[config.mk]
export PLATFORM = sky130hd
export DESIGN_NAME = egm_trial_sequencer
export DESIGN_NICKNAME = d
export VERILOG_FILES = /design/src/rtl/egm_trial_sequencer.sv
export SDC_FILE = /design/constraint.sdc
export NUM_CORES = 1
export LEC_CHECK = 0
export BUFFER_PORTS_ARGS = -buffer_cell sky130_fd_sc_hd__buf_2
export CORE_MARGIN = 2
export CORE_UTILIZATION = 57
export CTS_CLUSTER_DIAMETER = 30
export DETAILED_ROUTE_END_ITERATION = 8
export HOLD_SLACK_MARGIN = 0.06
export PLACE_DENSITY = 0.77
export SYNTH_ARGS = -nofsm -noshare
export SYNTH_HDL_FRONTEND = slang
export SYNTH_SLANG_ARGS = --single-unit
[constraint.sdc]
create_clock -name clkin_50 -period 9 [get_ports clkin_50]
set_clock_uncertainty 0.15 [all_clocks]
set_input_delay 1.35 -clock clkin_50 [delete_from_list [all_inputs] [get_ports clkin_50]]
set_output_delay 1.35 -clock clkin_50 [all_outputs]
set_load 0.05 [all_outputs]
[src/rtl/egm_trial_sequencer.sv]
// Evoked-response trial sequencer: waits out an inter-trial delay, raises stimulus,
// times the synchronized response edge, and reports per-trial latency or timeout.
module egm_trial_sequencer #(
    parameter int CNT_W   = 16,
    parameter int TIMEOUT = 50000
) (
    input  logic             clkin_50,
    input  logic             rst,
    input  logic             start,
    input  logic             abort,
    input  logic [7:0]       num_trials,
    input  logic [CNT_W-1:0] delay_cycles,
    input  logic             response,
    output logic             stimulus,
    output logic             busy,
    output logic             result_valid,
    output logic [CNT_W-1:0] result_latency,
    output logic             result_timeout,
    output logic [7:0]       trial_idx,
    output logic [7:0]       timeout_count,
    output logic             done
);

    typedef enum logic [2:0] {
        IDLE,
        WAIT,
        STIM,
        REPORT,
        RELEASE,
        FINISH
    } state_t;

    localparam logic [CNT_W-1:0] TO_LAST = CNT_W'(TIMEOUT - 1);
    localparam logic [CNT_W-1:0] TO_VAL  = CNT_W'(TIMEOUT);

    state_t           state_reg;
    logic             sync1_reg;
    logic             resp_s;
    logic             resp_d;
    logic             rise;
    logic [7:0]       n_trials_reg;
    logic [CNT_W-1:0] delay_reg;
    logic [CNT_W-1:0] delay_cnt_reg;
    logic [CNT_W-1:0] lat_cnt_reg;

    always_ff @(posedge clkin_50 or posedge rst) begin
        if (rst) begin
            sync1_reg <= 1'b0;
            resp_s    <= 1'b0;
            resp_d    <= 1'b0;
        end else begin
            sync1_reg <= response;
            resp_s    <= sync1_reg;
            resp_d    <= resp_s;
        end
    end

    assign rise = resp_s & ~resp_d;
    assign busy = (state_reg != IDLE);

    always_ff @(posedge clkin_50 or posedge rst) begin
        if (rst) begin
            state_reg      <= IDLE;
            stimulus       <= 1'b0;
            result_valid   <= 1'b0;
            result_latency <= '0;
            result_timeout <= 1'b0;
            trial_idx      <= 8'd0;
            timeout_count  <= 8'd0;
            done           <= 1'b0;
            n_trials_reg   <= 8'd0;
            delay_reg      <= '0;
            delay_cnt_reg  <= '0;
            lat_cnt_reg    <= '0;
        end else begin
            result_valid <= 1'b0;
            done         <= 1'b0;
            if (state_reg != IDLE && abort) begin
                // Cancel outright; result and counter outputs keep their last values.
                state_reg <= IDLE;
                stimulus  <= 1'b0;
            end else begin
                case (state_reg)
                    IDLE: begin
                        if (start) begin
                            n_trials_reg  <= num_trials;
                            delay_reg     <= delay_cycles;
                            delay_cnt_reg <= delay_cycles;
                            trial_idx     <= 8'd0;
                            timeout_count <= 8'd0;
                            state_reg     <= (num_trials == 8'd0) ? FINISH : WAIT;
                        end
                    end
                    WAIT: begin
                        if (delay_cnt_reg != '0) begin
                            delay_cnt_reg <= delay_cnt_reg - 1'b1;
                        end else if (!resp_s) begin
                            state_reg   <= STIM;
                            stimulus    <= 1'b1;
                            lat_cnt_reg <= '0;
                        end
                    end
                    STIM: begin
                        // A response edge wins over a timeout landing in the same cycle.
                        if (rise) begin
                            result_latency <= lat_cnt_reg;
                            result_timeout <= 1'b0;
                            result_valid   <= 1'b1;
                            stimulus       <= 1'b0;
                            state_reg      <= REPORT;
                        end else if (lat_cnt_reg == TO_LAST) begin
                            result_latency <= TO_VAL;
                            result_timeout <= 1'b1;
                            result_valid   <= 1'b1;
                            stimulus       <= 1'b0;
                            if (timeout_count != 8'hFF)
                                timeout_count <= timeout_count + 8'd1;
                            state_reg      <= REPORT;
                        end else begin
                            lat_cnt_reg <= lat_cnt_reg + 1'b1;
                        end
                    end
                    REPORT: begin
                        if (trial_idx == n_trials_reg - 8'd1) begin
                            state_reg <= FINISH;
                        end else begin
                            trial_idx <= trial_idx + 8'd1;
                            state_reg <= RELEASE;
                        end
                    end
                    RELEASE: begin
                        if (!resp_s) begin
                            delay_cnt_reg <= delay_reg;
                            state_reg     <= WAIT;
                        end
                    end
                    FINISH: begin
                        done      <= 1'b1;
                        state_reg <= IDLE;
                    end
                    default: state_reg <= IDLE;
                endcase
            end
        end
    end

endmodule
# Yosys cells after proc, flatten, opt, wreduce, memory -nomap -nowiden
# Cells that the tools add are included.
[word_totals]
regBits = 98
inputBits = 29
[op_classes]
add_sub_neg = 5
n_eq_ne = 23
muxes = 42
bitwise_logic = 3
n_reduce_logical = 19
[ops]
columns = ["cell", "n"]
rows = [
  ["$mux 16", 9],
  ["$pmux 16 s3", 1],
  ["$mux 8", 5],
  ["$pmux 16 s2", 1],
  ["$pmux 8 s2", 2],
  ["$mux 3", 8],
  ["$ne 2x2->1 const B", 10],
  ["$add 16x1->16 const B", 1],
  ["$add 8x1->8 const B", 2],
  ["$eq 16x16->1 const B", 1],
  ["$reduce_bool 16->1", 1],
  ["$sub 16x1->16 const B", 1],
  ["$pmux 3 s5", 1],
  ["$mux 1", 14],
  ["$ne 3x3->1 const B", 4],
  ["$reduce_and 6->1", 2],
  ["$reduce_and 5->1", 2],
  ["$reduce_bool 3->1", 3],
  ["$eq 8x8->1", 1],
  ["$logic_not 8->1", 1],
  ["$ne 8x8->1 const B", 1],
  ["$reduce_and 4->1", 2],
  ["$reduce_bool 2->1", 4],
  ["$sub 8x1->8 const B", 1],
  ["other kinds (10)", 14],
]

# Logic depth before layout (Yosys ltp)
[depth]
depth_word = 5
depth_mapped = 9
depth_no_buf = 8

# Least setup slack after synthesis
# No wires, ideal clock.
[synth_timing]
kind = "in2reg"
from = "in start"
to = "reg timeout_count[7]"
setup_ns = 0.132
arrival_ns = 2.748
required_time_ns = 8.718
path_slack_ns = 5.970
stages = 7
path_buffers = 1
cell_sequence = "or3b_2 > a21oi_1 > o2111ai_1 > buf_2 > nor3_1 > xnor2_1 > nor2_1"
[synth_between]
elab_chain_cells = 2
[synth_lines]
columns = ["element", "line_no", "text"]
rows = [
  ["start: declaration", "9", "input logic start,"],
  ["$ne 2x2->1 (no source line)", "n/a", ""],
  ["$reduce_and 6->1 (no source line)", "n/a", ""],
  ["end signal: assignment", "117", "timeout_count <= timeout_count + 8'd1;"],
  ["end: declaration", "20", "output logic [7:0] timeout_count,"],
]
# Every way passes these cells.
# A chain may end at the register's enable or synchronous reset.

# Final worst setup path
[layout_timing]
from = "reg state_reg[2]"
to = "out busy"
[layout_between]
elab_chain_cells = 1
[layout_lines]
columns = ["element", "line_no", "text"]
rows = [
  ["start: declaration", "36", "state_t state_reg;"],
  ["start signal: assignment", "91", "state_reg <= (num_trials == 8'd0) ? FINISH : WAIT;"],
  ["$reduce_bool 3->1", "59", "assign busy = (state_reg != IDLE);"],
  ["end: declaration", "15", "output logic busy,"],
]
# Every way passes these cells.

==> summary.md <==
| Metric | Value |
|---|---|
| Outcome | `finished clean` |
| Num CTS Buffers | `9` |
| Gp weighted congestion | `0.892` |
| Die height | `around 100 µm` |
| Core box area | `0.00868 mm²` |
| Vias in the first global route | `4274` |
| Initial antenna violation count | `0` |
| Leading area contributor after synthesis | `dfrtp_1` |
| Final count of hold timing violations | `0` |
| Type of the tightest min-delay check | `flop to flop` |
| Filler Cell Count | `777` |
| Setup TNS | `0 ns` |
| Number of stages on the worst setup path | `3` |
| Flop and latch count out of synthesis | `98` |
| Post-synthesis simple-gate area fraction | `24.2%` |
| Vias | `4451` |
| Worst Hold Depth | `0` |
| Fin. max-slew vios | `0` |
| CTS max path bufs | `2` |
| Sequential area share after synthesis | `around half` |
| Max IR drop VDD | `0.143 mV` |
| DRC viols | `0` |
| Worst-Margin Slew | `roughly 1.1 ns` |
| Top delay family on crit path | `flip-flops` |
| Largest family of logic cells by synthesized area | `simple AND/OR/NAND/NOR gates` |
| Total grt overflow | `0` |
| R2R Setup Slk | `6.03 ns` |
| WL final | `11700 µm` |
| Setup violators final | `0` |
| Hold_buf cts | `0` |
| # clock sinks | `98` |
| CTS resizes | `0` |
| EDFF count, synth | `0` |
| Final nets | `648` |
| Setup ws final | `about 5.6 ns` |
| Vias per inst | `6.12` |
| Initial cell density of the core | `between 50% and 60%` |
| WL per Instance | `16.1 µm` |
| First-pass GRT wire length | `20100 µm` |
| Hold path startpoint | `sync1_reg` |
| Net count after synthesis | `597` |
| Synth-to-Final Area Change | `10.6%` |
| GR Util All Layers | `25.1%` |
| Crit path from | `state_reg[2]` |
| Total of max-cap violations | `0` |
| Data arrival, critical path | `between 1.5 and 2 ns` |
| Drt pass-1 iters | `5` |
| Area contributors post-synth | `dfrtp_1 (48%), nand2_1 (7.2%), o21ai_0 (6.1%), nor2_1 (3.7%), a21oi_1 (3.1%)` |
| GR Util met3 | `2.91%` |
| Htree depth | `3` |
| Chip Width | `98.4 µm` |
| PD cells | `224 mW/mm²` |
| Post-Synth Adder-Cell Area | `1.23%` |
| Fraction of synthesized area in multiplexers | `less than 1%` |
| Cell Area, Synth | `between 0.005 and 0.006 mm²` |
| Root buf cell | `clkbuf_8` |
| DP HPWL | `8110 µm` |
| Post-synth top area share | `48.3%` |
| Share of cells above drive strength 1 | `16.6%` |
| DR iter-0 viols | `228` |
| Post-synthesis compound-gate area fraction | `19.3%` |
| Routed Antenna Nets | `0` |
| R2R depth | `8` |
| Met1 GRT Util | `a little over a third` |
| Post-route cell area | `0.00562 mm²` |
| XOR/XNOR Fraction of Synth Area | `3.10%` |
| Grt peak-use layer | `met2` |
| Crit path buf inv count | `2` |
| RSZ-0062 raised after global routing | `false` |
| Reg-to-reg endpoint | `trial_idx[7]` |
| Min Tclk post-route | `3.41 ns` |
| Final Cycle Share | `between 30 and 40%` |
| Worst-path cell chain | `nor3_1 > inv_1 > buf_2` |
| Slowest-stage cell, CP | `dfrtp_1` |
| Synth warn | `0` |
| Crit-path max FO | `19` |
| Primary FF master, synth | `dfrtp_1` |
| Worst Hold End | `resp_s` |
| Worst-path clk slew | `0.10 ns` |
| Reg-to-reg startpoint | `n_trials_reg[0]` |
| Avg Cell Area, Syn | `9.03 µm²` |
| Lkg Pwr | `2.63 nW` |
| Post-place setup slack | `5.44 ns` |
| Cells after Synth | `563` |
| Ant. Diodes | `0` |
| Total die area | `0.00969 mm²` |
| CP peak stage delay | `0.60 ns` |
| # Post-CTS Setup Buffers | `0` |
| Pin count of the biggest net entering global routing | `between 70 and 80` |
| Synth cell types | `65` |
| Slew Limit Headroom | `about a quarter` |
| CP startpoint kind | `flop` |
| Placed cell areas | `between 0.005 and 0.006 mm²` |
| Met2 usage in global routing | `40.8%` |
| Async S/R FF share, synth | `100%` |
| Worst Path Required | `7.50 ns` |
| FMAX | `slightly below 300 MHz` |
| Critical path class | `flop to output port` |
| Worst skew pair latency | `0.36 ns` |
| Port Buffers | `65` |
| Io pins | `66` |
| Standard-cell rows | `34` |
| CTS tree | `yes` |
| Critical path capture point type | `output port` |
-- how the worst max path moves through the flow --
| stage | to | slack [ns] |
|---|---|---|
| floorplan | delay_cnt_reg[0] | 4.94 |
| global placement | lat_cnt_reg[12] | 5.52 |
| detailed placement | lat_cnt_reg[15] | 5.44 |
| CTS | busy | 5.60 |
| global route | busy | 5.50 |
| finish | busy | 5.59 |
-- cells in the mapped netlist (3+ instances only) --
| master | number |
|---|---|
| a2111oi_2 | 3 |
| a211oi_1 | 3 |
| a21oi_1 | 31 |
| a221oi_1 | 6 |
| a222oi_1 | 7 |
| a22o_1 | 10 |
| a22oi_1 | 3 |
| and3_1 | 8 |
| buf_2 | 7 |
| clkbuf_1 | 18 |
| dfrtp_1 | 98 |
| ha_1 | 5 |
| inv_1 | 13 |
| nand2_1 | 97 |
| nand2b_1 | 10 |
| nand3_1 | 16 |
| nand4_1 | 8 |
| nor2_1 | 50 |
| nor2b_1 | 3 |
| nor3_1 | 12 |
| nor4_1 | 4 |
| o211ai_1 | 3 |
| o21ai_0 | 62 |
| o22a_1 | 3 |
| o41ai_1 | 3 |
| or3_1 | 11 |
| or4_1 | 3 |
| xnor2_1 | 15 |
| xor2_1 | 3 |
-- metal layers --
layer / part of all wire (%) / wire, µm
met1: 46 / 5380
met2: 48 / 5620
met3: 4.8 / 558
met4: 1.2 / 138
met5: 0 / 0
-- layout make-up --
class,instances,area (µm²),share of cell area (%)
Clock inverter,6,46.3,0.824
Multi-Input combinational cell,424,2460,43.8
Inverter,14,55.1,0.980
Sequential cell,98,2450,43.7
Tap cell,108,135,2.41
Timing Repair Buffer,67,340,6.06
Clock buffer,10,128,2.27
-- cell usage in the layout (no fill, tap or decap), types with 3 or more instances in the layout --
master	n
clkbuf_8	9
a2111oi_2	3
a21oi_1	31
dfrtp_1	98
inv_1	12
nor2_1	50
or3_1	11
xnor2_1	15
a222oi_1	7
o22a_1	3
nand2b_1	10
nand2_1	97
nor2b_1	3
o21ai_0	62
nor4_1	4
a22o_1	10
nand4_1	8
a22oi_1	3
and3_1	8
ha_1	5
a211oi_1	3
nor3_1	12
inv_6	3
nand3_1	16
o41ai_1	3
o211ai_1	3
buf_2	65
or4_1	3
a221oi_1	6
xor2_1	3
-- where the power goes --
| group | internal, mW | switching [mW] |
|---|---|---|
| Combinational | 0.147 | 0.239 |
| Sequential | 0.522 | 0.0861 |
| Clock | 0.103 | 0.162 |
-- per-stage QoR --
stage	instances	utilization (%)	hold slack, ns	total power, mW
2_1_floorplan	563	-	0.181	0.907
5_1_grt	727	64.7	0.222	1.35
3_5_place_dp	711	62.7	0.190	0.998
4_1_cts	727	64.7	0.214	1.26
3_3_place_gp	711	62.7	0.192	0.982
6_report	727	64.7	0.211	1.26
-- cell families (layout without fill, tap and decap cells) --
kind of cell	Yosys count	count (layout)
flops	98	98
compound gates	151	151
xor+xnor	18	18
mux	3	3
fa+ha+maj	5	5
buf+inv	41	97
simple gates	247	247
Power figures use the tool's default switching activity.
